### src/rtl/leaf_stage_sequencer.sv
// Leaf stage sequencer: steps the grid through load/grow/merge/result on hub commands.
// Merge watchdog and deadlock reporting are built only with LEAF_SEQ_WATCHDOG_EN defined.
module leaf_stage_sequencer #(
    parameter int STAGE_WIDTH             = 3,
    parameter int ITERATION_COUNTER_WIDTH = 8,
    parameter int MERGE_SETTLE            = 4,
    parameter int DEADLOCK_LIMIT          = 4096
) (
    input  logic                               clk,
    input  logic                               reset,
    input  logic                               new_round_start,
    input  logic                               cmd_valid,
    input  logic [1:0]                         state_signal,
    output logic                               cmd_ready,
    input  logic                               has_message_flying,
    input  logic                               has_odd_clusters,
    output logic [STAGE_WIDTH-1:0]             stage,
    output logic                               status_valid,
    output logic [1:0]                         status_data,
    input  logic                               status_ready,
    output logic                               result_valid,
    output logic [ITERATION_COUNTER_WIDTH-1:0] iteration_counter,
    output logic [31:0]                        cycle_counter,
    output logic                               deadlock
);

    typedef enum logic [2:0] {
        S_IDLE,
        S_LOAD,
        S_WAIT,
        S_GROW,
        S_MERGE,
        S_REPORT,
        S_RESULT
    } state_t;

    localparam logic [STAGE_WIDTH-1:0] STG_IDLE   = STAGE_WIDTH'(0);
    localparam logic [STAGE_WIDTH-1:0] STG_LOAD   = STAGE_WIDTH'(1);
    localparam logic [STAGE_WIDTH-1:0] STG_GROW   = STAGE_WIDTH'(2);
    localparam logic [STAGE_WIDTH-1:0] STG_MERGE  = STAGE_WIDTH'(3);
    localparam logic [STAGE_WIDTH-1:0] STG_RESULT = STAGE_WIDTH'(4);

    localparam logic [1:0] CMD_GROW   = 2'b01;
    localparam logic [1:0] CMD_MERGE  = 2'b10;
    localparam logic [1:0] CMD_FINISH = 2'b11;

    localparam int QW = $clog2(MERGE_SETTLE + 1);
    localparam logic [QW-1:0] SETTLE = QW'(MERGE_SETTLE);

    state_t        state;
    logic [QW-1:0] quiet;
    logic [QW-1:0] quiet_inc;
    logic          quiet_done;
    logic          wd_hit;
    logic          dl_flag;

    // The cycle that brings the quiet run up to SETTLE is itself quiet.
    assign quiet_inc  = quiet + QW'(1);
    assign quiet_done = !has_message_flying && (quiet_inc == SETTLE);

`ifdef LEAF_SEQ_WATCHDOG_EN
    localparam int WW = $clog2(DEADLOCK_LIMIT + 1);
    localparam logic [WW-1:0] LIMIT = WW'(DEADLOCK_LIMIT);

    logic [WW-1:0] wd;
    logic [WW-1:0] wd_inc;
    logic          dl_q;

    assign wd_inc   = wd + WW'(1);
    assign wd_hit   = (state == S_MERGE) && (wd_inc == LIMIT);
    assign deadlock = dl_q;

    always_ff @(posedge clk or negedge reset) begin
        if (!reset) begin
            wd   <= '0;
            dl_q <= 1'b0;
        end else begin
            if (state == S_MERGE) begin
                wd <= wd_inc;
            end else begin
                wd <= '0;
            end
            if (state == S_IDLE && new_round_start) begin
                dl_q <= 1'b0;
            end else if (wd_hit) begin
                dl_q <= 1'b1;
            end
        end
    end
`else
    logic unused_limit;

    assign wd_hit       = 1'b0;
    assign deadlock     = 1'b0;
    assign unused_limit = (DEADLOCK_LIMIT > 0);
`endif

    // Deadlock is sticky, so later reports in the same round still flag it.
    assign dl_flag = wd_hit | deadlock;

    always_ff @(posedge clk or negedge reset) begin
        if (!reset) begin
            state             <= S_IDLE;
            stage             <= STG_IDLE;
            cmd_ready         <= 1'b0;
            status_valid      <= 1'b0;
            status_data       <= 2'b00;
            result_valid      <= 1'b0;
            iteration_counter <= '0;
            cycle_counter     <= '0;
            quiet             <= '0;
        end else begin
            result_valid <= 1'b0;
            if (state != S_IDLE && cycle_counter != 32'hFFFF_FFFF) begin
                cycle_counter <= cycle_counter + 32'd1;
            end
            case (state)
                S_IDLE: begin
                    if (new_round_start) begin
                        state             <= S_LOAD;
                        stage             <= STG_LOAD;
                        iteration_counter <= '0;
                        cycle_counter     <= '0;
                    end
                end
                S_LOAD: begin
                    state     <= S_WAIT;
                    stage     <= STG_IDLE;
                    cmd_ready <= 1'b1;
                end
                S_WAIT: begin
                    if (cmd_valid) begin
                        case (state_signal)
                            CMD_GROW: begin
                                state     <= S_GROW;
                                stage     <= STG_GROW;
                                cmd_ready <= 1'b0;
                            end
                            CMD_MERGE: begin
                                state     <= S_MERGE;
                                stage     <= STG_MERGE;
                                cmd_ready <= 1'b0;
                                quiet     <= '0;
                            end
                            CMD_FINISH: begin
                                state        <= S_RESULT;
                                stage        <= STG_RESULT;
                                cmd_ready    <= 1'b0;
                                result_valid <= 1'b1;
                            end
                            default: begin
                                state <= S_WAIT;
                            end
                        endcase
                    end
                end
                S_GROW: begin
                    if (iteration_counter != '1) begin
                        iteration_counter <= iteration_counter
                                           + ITERATION_COUNTER_WIDTH'(1);
                    end
                    state     <= S_WAIT;
                    stage     <= STG_IDLE;
                    cmd_ready <= 1'b1;
                end
                S_MERGE: begin
                    quiet <= has_message_flying ? '0 : quiet_inc;
                    if (wd_hit || quiet_done) begin
                        state        <= S_REPORT;
                        stage        <= STG_IDLE;
                        status_valid <= 1'b1;
                        status_data  <= {dl_flag, has_odd_clusters};
                    end
                end
                S_REPORT: begin
                    if (status_ready) begin
                        state        <= S_WAIT;
                        status_valid <= 1'b0;
                        cmd_ready    <= 1'b1;
                    end
                end
                S_RESULT: begin
                    state <= S_IDLE;
                    stage <= STG_IDLE;
                end
                default: begin
                    state     <= S_IDLE;
                    stage     <= STG_IDLE;
                    cmd_ready <= 1'b0;
                end
            endcase
        end
    end

endmodule
### config.mk
export PLATFORM = sky130hd
export DESIGN_NAME = leaf_stage_sequencer
export DESIGN_NICKNAME = d
export VERILOG_FILES = /design/src/rtl/leaf_stage_sequencer.sv
export SDC_FILE = /design/constraint.sdc
export NUM_CORES = 1
export LEC_CHECK = 0
export BUFFER_PORTS_ARGS = -buffer_cell sky130_fd_sc_hd__buf_2
export CELL_PAD_IN_SITES_DETAIL_PLACEMENT = 2
export CELL_PAD_IN_SITES_GLOBAL_PLACEMENT = 2
export CORE_MARGIN = 2
export CORE_UTILIZATION = 30
export CTS_CLUSTER_SIZE = 14
export DETAILED_ROUTE_END_ITERATION = 8
export HOLD_SLACK_MARGIN = 0.1
export PLACE_DENSITY = 0.79
export SLEW_MARGIN = 10
export SYNTH_ARGS = -nofsm -noshare
export SYNTH_HDL_FRONTEND = slang
export SYNTH_SLANG_ARGS = --single-unit
### constraint.sdc
create_clock -name clk -period 1.7 [get_ports clk]
set_input_delay 0.34 -clock clk [delete_from_list [all_inputs] [get_ports clk]]
set_output_delay 0.34 -clock clk [all_outputs]
set_load 0.02 [all_outputs]
======== After elaboration in Yosys (flattened, before gate mapping) ========
Index checks and enable logic that the tools add are counted.
storage, ports and cells
  register bits after elaboration ......... 53
  input port bits ......................... 9
  output and inout bits ................... 49
  logic and storage cells ................. 82
cells by class
  add/sub/neg operators ................... 3
  eq/ne operators ......................... 20
  multiplexer cells ....................... 30
  bitwise gates (word level) .............. 2
  reduce and logical (&&, ||, !) cells .... 18
operators by type and width
  operator                                                               count
  32-bit 2-to-1 mux                                                      3
  32-bit by 1-bit adder with 32-bit output, second input constant        1
  32-bit != test, second input constant                                  1
  3-bit 2-to-1 mux                                                       9
  3-bit one-hot mux with 3 select lines                                  2
  8-bit 2-to-1 mux                                                       2
  8-bit one-hot mux with 2 select lines                                  1
  3-bit one-hot mux with 5 select lines                                  1
  2-bit != test, second input constant                                   7
  3-bit equality test, second input constant                             4
  3-bit one-hot mux with 4 select lines                                  1
  3-bit AND reduction                                                    3
  8-bit by 1-bit adder with 8-bit output, second input constant          1
  1-bit 2-to-1 mux                                                       8
  8-bit != test, second input constant                                   1
  4-bit AND reduction                                                    2
  3-bit by 2-bit equality test with 1-bit output, second input constant  2
  3-bit one-hot mux with 2 select lines                                  1
  2-bit nonzero test                                                     3
  3-bit OR reduction                                                     2
  5-bit AND reduction                                                    1
  2-bit equality test, second input constant                             2
  4-bit != test, second input constant                                   1
  1-bit one-hot mux with 4 select lines                                  1
  11 further kinds                                                       13

======== Longest topological paths before layout ========
Gate-level depths: netlist of the first run.
  depth after elaboration ................. 5
  depth in mapped cells ................... 7
  mapped depth without buffers ............ 7

======== Worst setup path before layout of the first run ========
Ideal clock, no wire load.
  path kind ............................... flip-flop to flip-flop
  start point ............................. register cycle_counter[0]
  end point ............................... register cycle_counter[26]
  library setup time ...................... 132 ps
  data arrival time ....................... 1,883 ps
  data required time ...................... 1,568 ps
  path slack .............................. -315 ps
  cell stages (with the launch flop) ...... 8
  buffers on the path ..................... 1
  clock period less this slack ............ 2,015 ps
  path through ............................ dfrtp_1 ha_1 nand4_1 or4_4 buf_6 nor4_2 xnor2_1 nor2_1
on the way
  longest elaborated chain between the ends .. 5
  elaborated cells on any way between the ends .. 6
  those cells by class .................... add/sub: 1; eq/ne: 1; mux: 3; reduce/logical: 1
RTL lines
  what                                                                                              RTL line  text
  start: declaration                                                                                23        output logic [31:0] cycle_counter,
  start signal: assignment                                                                          115       cycle_counter <= cycle_counter + 32'd1;
  parallel branches: the longest is 2 deep, another holds 32-bit by 1-bit adder with 32-bit output  --
  32-bit 2-to-1 mux (*)                                                                             114       if (state != S_IDLE && cycle_counter != 32'hFFFF_FFFF) begin
  32-bit 2-to-1 mux                                                                                 119       if (new_round_start) begin
  32-bit 2-to-1 mux (*)                                                                             117       case (state)
Mark *: on every way between the ends.
A chain may end at the register's enable or synchronous reset.

======== Worst setup path after layout of the first run ========
  start point ............................. register cycle_counter[0]
  end point ............................... register cycle_counter[12]
The elaborated chain is that of the path after synthesis.

==> results by group, run 1 <==
Placed design
  • Dpl cells: 579
  • Gpl congestion: 0.758
  • Post-DP HPWL: 8450 um
  • # port buffers: 55
  • Setup WS pre-CTS: -0.361 ns

Worst setup path
  • Worst EP arrival: 2.41 ns
  • Type of origin of the critical path: flip-flop
  • CP cell instances: ha_4, nand4_1, or4_4, a211oi_1, xnor2_1, nor2_1
  • R2R Setup Slk: -0.50 ns
  • Critical Path RT: 1.92 ns
  • Crit. End Element: flip-flop
  • Worst path slowest cell: or4_4
  • R2R depth: 6
  • Max stage delay on crit path: 0.60 ns
  • RR Startpoint: cycle_counter[0]
  • CP bufs+invs: 0
  • CP Class: flip-flop to flip-flop
  • CP max FO: 10
  • R2R Path End: cycle_counter[12]
  • Crit path max-delay family: simple AND/OR/NAND/NOR gates

CTS
  • Clk slew on worst S/H paths: 0.11 ns
  • Clk_lat worst skew: 0.32 ns
  • Clock Path Buffers: 2
  • CTS Buf Count: 5
  • H-Tree Depth: 2
  • TritonCTS clock tree: yes
  • Clock sinks: 53
  • Clock root buffer: clkbuf_8

Run status
  • Violated checks: setup timing
  • Status: finished with violations

Global routing
  • Initial antenna violation count: 0
  • Vias in the first global route: 3821
  • Largest net degree at the start of global routing: 36
  • First-pass GRT wire length: 21800 um
  • GRT Total Usage: 0.259
  • GR Overflow Total: 0

Timing
  • RSZ-0062 raised after global routing: yes
  • Final period util: 1.29
  • Max Clk Rate: 455 MHz
  • Fin. Hold Viols: 0
  • Slew Viols, Final: 0
  • Setup Skew: 0.0119 ns
  • Setup ws final: -0.498 ns
  • Setup Viol. Count Final: 46
  • Minimum clock period: 2.20 ns

Synthesis
  • Post-synthesis sequential area ratio: 0.444
  • Primary FF master, synth: dfrtp_1
  • Post-Syn Area per Cell: 9.39 um^2
  • Area of the mapped netlist: 2990 um^2
  • Post-synth EDFFs: 0
  • Synth area leader: dfrtp_1
  • Post-synthesis cell type count: 59
  • Async S/R FF share, synth: 1.00
  • Yosys warns: 0
  • Synthesized instance count: 318
  • Top-area cell type share of the netlist area: 0.444
  • Synth area leaders: dfrtp_1 (44%), nand2_1 (4.8%), nor2_1 (3.5%)
  • Yosys reg bits: 53

Detailed routing
  • ANT nets after route: 0
  • Vias after detailed routing: 3474
  • Post-route DRC: 0
  • Drt first pass iters: 4
  • Initial drt markers: 142
  • Wirelength per Cell: 25.8 um
  • Vias per cell: 5.54
  • Detailed Route WL: 16200 um

Power
  • Maximum vdd drop: 0.800 mV
  • Pwr dens: 1120 nW/um^2
  • Pwr Total: 5610 uW
  • Leak pwr: 0.00234 uW

Cells and area
  • P&R area growth vs syn: 67.7%
  • Commonest non-fill, non-tap cell in the layout: buf_4
  • Nets@finish: 506
  • Share of post-route cells with drive strength above 1: 0.587
  • Final Core Density: 0.515
  • N_diodes: 0
  • Most frequent cells in the layout: buf_4 (105), buf_2 (55), nand2_1 (35), dfrtp_2 (27), dfrtp_1 (26)
  • Post-route insts no fill: 627

Die
  • Die outline height: 104 um
  • Die Area: 10800 um^2
  • Rows: 36
  • Core Region: 9730 um^2
  • Ports: 58
  • Starting Density: 0.307
  • Chip width: 104 um

Min path
  • HP Start: has_odd_clusters
  • Path type of the worst min-delay path: input pin to flip-flop
  • Hold Path End: status_data[0]
  • WHS Path Cells: 2

Flow run
  • Max Cap Violations: 0
[cells by family after synthesis]
kind of cell	count (synthesis)	synth area share
and+or+nand+nor	149	0.276
AOI/OAI and AO/OA	64	0.153
DFF	53	0.444
buffers and inverters	25	0.0386
xor gates and xnor gates	11	0.0323
muxes	11	0.0381
adders and majority gates	4	0.0168
other	1	0.00126
[metal layers]
layer	vias up	track usage	part of all wire
li1	1521	-	-
met1	1808	0.301	0.40
met2	107	0.478	0.53
met3	38	0.0384	0.037
met4	0	0.0965	0.034
met5	-	0	0
[layout make-up]
cell class                 count  area (um^2)
fill                        1007         4720
multi-input combinational    242         2020
sequential                    53         1360
timing repair buffer         181         1340
tap                          133          166
clock buffer                   8         80.1
inverter                      10         37.5
[power breakdown]
part           total [uW]  switching [uW]  internal (uW)
Sequential           1630             183           1450
Combinational        3220            1740           1470
Clock                 764             469            296
Total                5610            2400           3220
[metrics by stage]
step / hold slack, ns / TNS (ns) / instance area, um^2
global route: 0.270 / -15.36 / 5010
detailed placement: 0.165 / -6.60 / 4100
global placement: 0.168 / -3.39 / 4100
finish: 0.266 / -12.69 / 5010
floorplan: 0.0444 / -3.40 / 3080
CTS: 0.270 / -4.74 / 4620
[state kept, by name, summed over array words and instances, names as in the netlist]
register           cells
cycle_counter         32
status_data            1
iteration_counter      8
quiet                  3
cmd_ready              1
stage                  3
state                  3
result_valid           1
status_valid           1
[how the worst max path moves through the flow]
| stage | start | endpoint | slack (ns) | cells after the start |
|---|---|---|---|---|
| finish | cycle_counter[0] | cycle_counter[12] | -0.50 | 6 |
| CTS | cycle_counter[0] | cycle_counter[16] | -0.29 | 6 |
| detailed placement | cycle_counter[0] | cycle_counter[23] | -0.36 | 7 |
| global route | cycle_counter[0] | cycle_counter[12] | -0.52 | 6 |
| global placement | cycle_counter[0] | cycle_counter[25] | -0.25 | 7 |
| floorplan | cycle_counter[0] | cycle_counter[26] | -0.20 | 7 |
[cells in the mapped netlist, drive strengths merged (8+ instances only)]
master,n
nor2,28
a21oi,11
mux2i,8
nand3,15
nand4,10
buf,9
nand2,38
or4,9
inv,10
o21ai,11
o31ai,8
nor3,8
dfrtp,53
[timing repair]
action / in CTS / in global routing
cloned: 2 / 1
hold buffers: 1 / 0
resized for setup: 68 / 49
hold endpoints to repair: 53 / 0
setup buffers: 20 / 28
setup endpoints to repair: 43 / 45
pin swaps: 17 / 26
(Power assumes the default switching activity.)
==> run 2: changes to the inputs <==
Settings changed: CORE_ASPECT_RATIO from default to 0.75.
==> run 2 against run 1 <==
Against the previous run:
- the flow still finishes with violations (setup timing)
- largest cell class unchanged
- utilization up 2.4 points
- largest power group unchanged
- highest routed layer unchanged
- non-clock buffer count grew 1
- critical path type unchanged
- sequential cell count unchanged
- die area about the same
- cell count shrank 0.16%
==> results by group, run 2 (synthesized netlist as in run 1, its figures left out) <==
Run status
  • Status: finished with violations (unchanged)
  • Violated checks: setup timing (unchanged)

Placed design
  • # port buffers: 55 (unchanged)
  • Area after DPL: 4110 um^2 (was 4100 um^2)
  • Dpl cells: 580 (was 579)
  • Setup WS pre-CTS: -0.331 ns (was -0.361 ns)
  • Gpl congestion: 0.816 (was 0.758)
  • Post-DP HPWL: 8610 um (was 8450 um)

CTS
  • Clk slew on worst S/H paths: 0.08 ns (was 0.11 ns)
  • TritonCTS clock tree: yes (unchanged)
  • CTS Buf Count: 5 (unchanged)
  • Clock root buffer: clkbuf_16 (was clkbuf_8)
  • H-Tree Depth: 2 (unchanged)
  • Clock sinks: 53 (unchanged)
  • Clock Path Buffers: 2 (unchanged)
  • Clk_lat worst skew: 0.31 ns (was 0.32 ns)

Worst setup path
  • CP Class: flip-flop to flip-flop (unchanged)
  • Critical Path RT: 1.89 ns (was 1.92 ns)
  • Worst EP arrival: 2.41 ns (about the same)
  • Type of origin of the critical path: flip-flop (unchanged)
  • RR Startpoint: cycle_counter[1] (was cycle_counter[0])
  • Critical Path Source: cycle_counter[1] (was cycle_counter[0])
  • CP max FO: 5 (was 10)
  • Crit. End Element: flip-flop (unchanged)

Cells and area
  • Share of post-route cells with drive strength above 1: 0.615 (was 0.587)
  • Reg with most FFs: cycle_counter (unchanged)
  • Most frequent cells in the layout: buf_4 (94), buf_2 (56), nand2_1 (34), buf_6 (28), dfrtp_2 (27) (was buf_4 (105), buf_2 (55), nand2_1 (35), dfrtp_2 (27), dfrtp_1 (26))
  • Design Area, Final: 5200 um^2 (was 5010 um^2)
  • Largest regs: cycle_counter x32, iteration_counter x8 (unchanged)
  • P&R area growth vs syn: 74.3% (was 67.7%)
  • Largest register FFs: 32 (unchanged)
  • Post-route insts no fill: 626 (was 627)
  • N_diodes: 0 (unchanged)
  • Fill cell count: 956 (was 1007)
  • Nets@finish: 506 (unchanged)
  • Commonest non-fill, non-tap cell in the layout: buf_4 (unchanged)

Detailed routing
  • Wirelength per Cell: 30.2 um (was 25.8 um)
  • Drt first pass iters: 4 (unchanged)
  • Detailed Route WL: 18900 um (was 16200 um)
  • ANT nets after route: 0 (unchanged)
  • Initial drt markers: 226 (was 142)
  • Post-route DRC: 0 (unchanged)
  • Vias per cell: 5.82 (was 5.54)
  • Vias after detailed routing: 3646 (was 3474)

Timing
  • Setup ws final: -0.522 ns (was -0.498 ns)
  • RSZ-0062 raised after global routing: yes (unchanged)
  • Minimum clock period: 2.22 ns (was 2.20 ns)
  • Fin. Hold Viols: 0 (unchanged)
  • Setup TNS: -12.17 ns (was -12.69 ns)
  • Setup Viol. Count Final: 46 (unchanged)
  • Setup Skew: 0.0123 ns (was 0.0119 ns)
  • Slew Viols, Final: 0 (unchanged)
  • Max Clk Rate: 450 MHz (was 455 MHz)
  • Final period util: 1.31 (was 1.29)

Min path
  • Path type of the worst min-delay path: input pin to flip-flop (unchanged)
  • HP Start: has_odd_clusters (unchanged)

Die
  • Chip width: 119 um (was 104 um)
  • Die Area: 10800 um^2 (about the same)
  • Rows: 31 (was 36)
  • Ports: 58 (unchanged)
  • Starting Density: 0.309 (was 0.307)
  • Core Region: 9660 um^2 (was 9730 um^2)
  • Die outline height: 90.4 um (was 104 um)

Power
  • Leak pwr: 0.00241 uW (was 0.00234 uW)
  • Maximum vdd drop: 0.770 mV (was 0.800 mV)
  • Sequential share of power: 0.281 (was 0.291)
  • Gate power share: 0.534 (was 0.573)
  • Pwr dens: 1150 nW/um^2 (was 1120 nW/um^2)
  • Switching Power: 2610 uW (was 2400 uW)
  • Sw Share: 0.436 (was 0.427)
  • Clk pwr share: 0.185 (was 0.136)
  • Pwr Total: 5980 uW (was 5610 uW)
  • P_int: 3370 uW (was 3220 uW)

Global routing
  • Vias in the first global route: 3928 (was 3821)
  • Largest net degree at the start of global routing: 54 (was 36)
  • Initial antenna violation count: 0 (unchanged)
  • First-pass GRT wire length: 23900 um (was 21800 um)
  • GRT Total Usage: 0.289 (was 0.259)
  • GR Overflow Total: 0 (unchanged)

Flow run
  • Max Cap Violations: 0 (unchanged)
[run 2: cell count changes in the layout (fill, tap and decap cells not counted), sizes merged]
cell / previous run / this run
clkbuf: 9 / 7
clkinvlp: 0 / 1
and4: 8 / 7
buf: 179 / 181
[run 2: final timing paths]
kind	depth (start not counted)	slack, ns	end
max	8	-0.52	cycle_counter[12]
min	2	0.26	status_data[0]
max reg2reg	8	-0.52	cycle_counter[12]
min reg2reg	1	0.51	stage[1]
max in group asynchronous	3	0.83	cycle_counter[13]
min in group asynchronous	3	0.58	cycle_counter[2]
[run 2: repair_timing]
item | 4_1_cts | 5_1_grt
gates cloned | 1 | 1
hold buffers | 1 | 0
resized for setup | 62 | 89
pin swaps | 21 | 43
endpoints found under the setup margin | 35 | 47
hold endpoints to repair | 53 | 0
buffers inserted | 15 | 28
[run 2: layer usage]
layer	global-route usage	share of wire	up-vias
li1	-	-	1518
met1	0.341	0.41	1946
met2	0.522	0.50	132
met3	0.0537	0.047	50
met4	0.106	0.042	0
met5	0	0	-
[run 2: area by class of cell]
| type | instances | area, um^2 | area share |
|---|---|---|---|
| multi-input combinational | 241 | 2130 | 0.410 |
| timing repair buffer | 182 | 1370 | 0.263 |
| sequential | 53 | 1360 | 0.261 |
| tap | 132 | 165 | 0.0317 |
| clock buffer | 7 | 133 | 0.0255 |
| inverter | 10 | 37.5 | 0.00721 |
| clock inverter | 1 | 7.51 | 0.00144 |
[run 2: power groups by stage]
stage / clock, uW / combinational [uW] / sequential [uW]
after floorplan: 0 / 891 / 1770
after global placement: 0 / 1890 / 1580
after detailed placement: 0 / 2060 / 1610
after CTS: 1070 / 2300 / 1590
after global routing: 1150 / 3330 / 1690
final: 1100 / 3190 / 1680
[run 2: through the flow]
stage / hold WS [ns] / util
2_1_floorplan: 0.0444 / -
3_3_place_gp: 0.360 / 0.425
3_5_place_dp: 0.366 / 0.425
4_1_cts: 0.269 / 0.478
5_1_grt: 0.263 / 0.539
6_report: 0.255 / 0.539
[run 2: critical path: stages (launching register included)]
cell and delay [ns]:
dfrtp_2 0.41, ha_4 0.16, nand4_1 0.13, or4_4 0.60
buf_12 0.17, buf_6 0.13, a211oi_4 0.19, xnor2_1 0.19
nor2_1 0.10
==> run 3: changes to the inputs <==
Settings changed: ABC_AREA from default to 1, CORE_UTILIZATION 30 to 34, GPL_TIMING_DRIVEN from default to 1, PLACE_DENSITY 0.79 to 0.9.
Clock period 1.7 ns to 2.65 ns, I/O delays scaled along.
==> run 3 against run 2 <==
Against the previous run:
- the flow now finishes without violations
- sequential share of layout area up 6.9 points
- fmax up 8.7%
- clock power down 27%
- die area up 1.3%
- hold slack worse by 0.034 ns
- global-route usage down 2.7 points
- combinational power down 49%
- first-iteration DRC count down 35%
- largest cell class unchanged
==> results by group, run 3 <==
Worst setup path
  • Critical Path Source: cycle_counter[1] (unchanged)
  • CP Depth: 9 (was 8)
  • CP max FO: 22 (was 5)
  • CP bufs+invs: 1 (was 2)
  • Worst path slowest cell: dfrtp_1 (was or4_4)
  • Worst EP arrival: 2.26 ns (was 2.41 ns)
  • Max stage delay on crit path: 0.41 ns (was 0.60 ns)
  • Type of origin of the critical path: flip-flop (unchanged)
  • Crit path max-delay family: simple AND/OR/NAND/NOR gates (unchanged)
  • CP cell instances: ha_1, inv_2, nor2_4, nand2_2, nor2_4, nand2_4, nand2_4, nand2_1, a22oi_1 (was ha_4, nand4_1, or4_4, buf_12, buf_6, a211oi_4, xnor2_1, nor2_1)
  • R2R depth: 9 (was 8)
  • CP Class: flip-flop to flip-flop (unchanged)
  • Critical Path RT: 2.86 ns (was 1.89 ns)
  • RR Startpoint: cycle_counter[1] (unchanged)
  • Crit. End Element: flip-flop (unchanged)

CTS
  • Clock sinks: 53 (unchanged)
  • Clk slew on worst S/H paths: 0.08 ns (about the same)
  • Hold Buf Count CTS: 0 (was 1)
  • Clock Path Buffers: 2 (unchanged)
  • Resized Gates After CTS: 0 (was 62)
  • Clk_lat worst skew: 0.31 ns (about the same)
  • TritonCTS clock tree: yes (unchanged)
  • Post-CTS setup buffer count: 0 (was 15)
  • H-Tree Depth: 2 (unchanged)
  • Clock root buffer: clkbuf_16 (unchanged)
  • CTS Buf Count: 5 (unchanged)

Cells and area
  • Fill cell count: 1184 (was 956)
  • P&R area growth vs syn: 17.1% (was 74.3%)
  • Reg with most FFs: cycle_counter (unchanged)
  • Most frequent cells in the layout: nand2_1 (163), nor2_1 (70), buf_2 (55), dfrtp_1 (53), inv_1 (50) (was buf_4 (94), buf_2 (56), nand2_1 (34), buf_6 (28), dfrtp_2 (27))
  • Largest register FFs: 32 (unchanged)
  • Nets@finish: 560 (was 506)
  • Share of post-route cells with drive strength above 1: 0.186 (was 0.615)
  • N_diodes: 0 (unchanged)
  • Commonest non-fill, non-tap cell in the layout: nand2_1 (was buf_4)
  • Largest regs: cycle_counter x32, iteration_counter x8 (unchanged)
  • Final Core Density: 0.412 (was 0.539)

Synthesis
  • Top-area cell type share of the netlist area: 0.387 (was 0.444)
  • Yosys warns: 0 (unchanged)
  • Synth area leaders: dfrtp_1 (39%), nand2_1 (18%), nor2_1 (7.7%) (was dfrtp_1 (44%), nand2_1 (4.8%), nor2_1 (3.5%))
  • Synthesized instance count: 490 (was 318)
  • Synth Area in Compound Gates: 0.0883 (was 0.153)
  • Primary FF master, synth: dfrtp_1 (unchanged)
  • Largest family of logic cells by synthesized area: simple AND/OR/NAND/NOR gates (unchanged)
  • Post-synthesis cell type count: 38 (was 59)
  • Xor-xnor portion of the synthesized cell area: 0.0255 (was 0.0323)
  • Synth Area in Adders: 0.0146 (was 0.0168)
  • Post-Synth Simple-Gate Area: 0.403 (was 0.276)
  • Post-synthesis sequential area ratio: 0.387 (was 0.444)
  • Most common cell in the netlist: nand2_1 (was dfrtp_1)
  • Commonest cells in the synthesized netlist: nand2_1 (163), nor2_1 (70), dfrtp_1 (53), inv_1 (50), o21ai_0 (19) (was dfrtp_1 (53), nand2_1 (38), nor2_1 (28), nand3_1 (15))
  • Mux share of post-synthesis cell area: 0.00328 (was 0.0381)
  • Yosys reg bits: 53 (unchanged)
  • Area of the mapped netlist: 3430 um^2 (was 2990 um^2)
  • Async S/R FF share, synth: 1.00 (unchanged)
  • Synth area leader: dfrtp_1 (unchanged)
  • Post-Syn Area per Cell: 7.00 um^2 (was 9.39 um^2)
  • Post-synth EDFFs: 0 (unchanged)

Timing
  • Hold Slack: 0.221 ns (was 0.255 ns)
  • Setup Viol. Count Final: 0 (was 46)
  • Minimum clock period: 2.04 ns (was 2.22 ns)
  • Setup TNS: 0 ns (was -12.17 ns)
  • Final period util: 0.771 (was 1.31)
  • Worst-Margin Slew: 0.588 ns
  • Slew Viols, Final: 0 (unchanged)
  • Fin. Hold Viols: 0 (unchanged)
  • RSZ-0062 raised after global routing: no (was yes)
  • Max Clk Rate: 489 MHz (was 450 MHz)
  • Slew margin rel.: 0.608
  • Setup Skew: 0.0134 ns (was 0.0123 ns)

Die
  • Core Region: 9740 um^2 (was 9660 um^2)
  • Ports: 58 (unchanged)
  • Die outline height: 91.0 um (was 90.4 um)
  • Starting Density: 0.352 (was 0.309)
  • Rows: 31 (unchanged)
  • Die Area: 10900 um^2 (was 10800 um^2)
  • Chip width: 120 um (was 119 um)

Detailed routing
  • Drt first pass iters: 4 (unchanged)
  • Post-route DRC: 0 (unchanged)
  • Vias after detailed routing: 3604 (was 3646)
  • ANT nets after route: 0 (unchanged)
  • Vias per cell: 5.30 (was 5.82)
  • Detailed Route WL: 13400 um (was 18900 um)
  • Initial drt markers: 148 (was 226)
  • Wirelength per Cell: 19.7 um (was 30.2 um)

Global routing
  • Initial antenna violation count: 0 (unchanged)
  • GRT Total Usage: 0.262 (was 0.289)
  • Vias in the first global route: 4010 (was 3928)
  • Largest net degree at the start of global routing: 32 (was 54)
  • First-pass GRT wire length: 22400 um (was 23900 um)
  • GR Overflow Total: 0 (unchanged)

Power
  • Leak pwr: 0.00198 uW (was 0.00241 uW)
  • Pwr dens: 952 nW/um^2 (was 1150 nW/um^2)
  • Maximum vdd drop: 0.250 mV (was 0.770 mV)

Flow run
  • Max Cap Violations: 0 (unchanged)

Min path
  • Path type of the worst min-delay path: input pin to async pin (was input pin to flip-flop)

Placed design
  • Gpl congestion: 0.860 (was 0.816)
  • # port buffers: 55 (unchanged)
  • Post-DP HPWL: 9820 um (was 8610 um)

Run status
  • Status: completed (was finished with violations)
run 3: where the power goes:
part / internal, uW / leakage [uW] / total [uW] / switching (uW)
clock network: 473 / 0.0000831 / 808 / 334
logic: 490 / 0.00118 / 1640 / 1150
registers: 1030 / 0.000716 / 1370 / 341
run 3: logic make-up after synthesis:
group,after synthesis
and+or+nand+nor,306
xor gates and xnor gates,10
AOI/OAI and AO/OA,53
other,1
adders and majority gates,4
muxes,1
DFF,53
buffers and inverters,62
run 3: layout make-up:
cell class                      count  area, um^2  share of cell area
Multi-Input combinational cell    376        1840               0.459
Sequential cell                    53        1330               0.330
Timing Repair Buffer               57         303              0.0754
Inverter                           54         203              0.0505
Tap cell                          132         165              0.0411
Clock buffer                        6         139              0.0346
Clock inverter                      2        37.5             0.00935
run 3: final timing paths:
| check | end | slack, ns |
|---|---|---|
| worst max-delay path | cycle_counter[7] | 0.61 |
| worst min-delay path | result_valid | 0.22 |
| worst max register to register | cycle_counter[7] | 0.61 |
| worst min register to register | status_valid | 0.49 |
| max in group asynchronous | iteration_counter[0] | 1.85 |
| min in group clk | status_data[0] | 0.46 |
run 3: worst register-to-register path, stage by stage (launching register included):
cell and delay, ns:
dfrtp_1 0.41, ha_1 0.34, inv_2 0.09, nor2_4 0.14, nand2_2 0.11, nor2_4 0.21
nand2_4 0.09, nand2_4 0.22, nand2_1 0.12, a22oi_1 0.23
run 3: routing by layer:
layer  global-route usage  part of all wire  wire (um)  vias to the layer above
met5                    0                 0          0                        -
met4               0.0922             0.027        359                        0
met3               0.0383             0.036        481                       32
met2                0.434              0.48       6470                       88
met1                0.348              0.46       6120                     1824
li1                     -                 -          -                     1660
run 3: metrics by stage:
step	setup slack (ns)	area, um^2	total power, uW	std cells
after floorplan	0.876	3430	2380	491
after global placement	0.886	3840	2840	672
after detailed placement	0.722	3840	2990	672
after CTS	0.616	4020	3840	680
after global routing	0.481	4020	4070	680
final	0.606	4020	3820	680
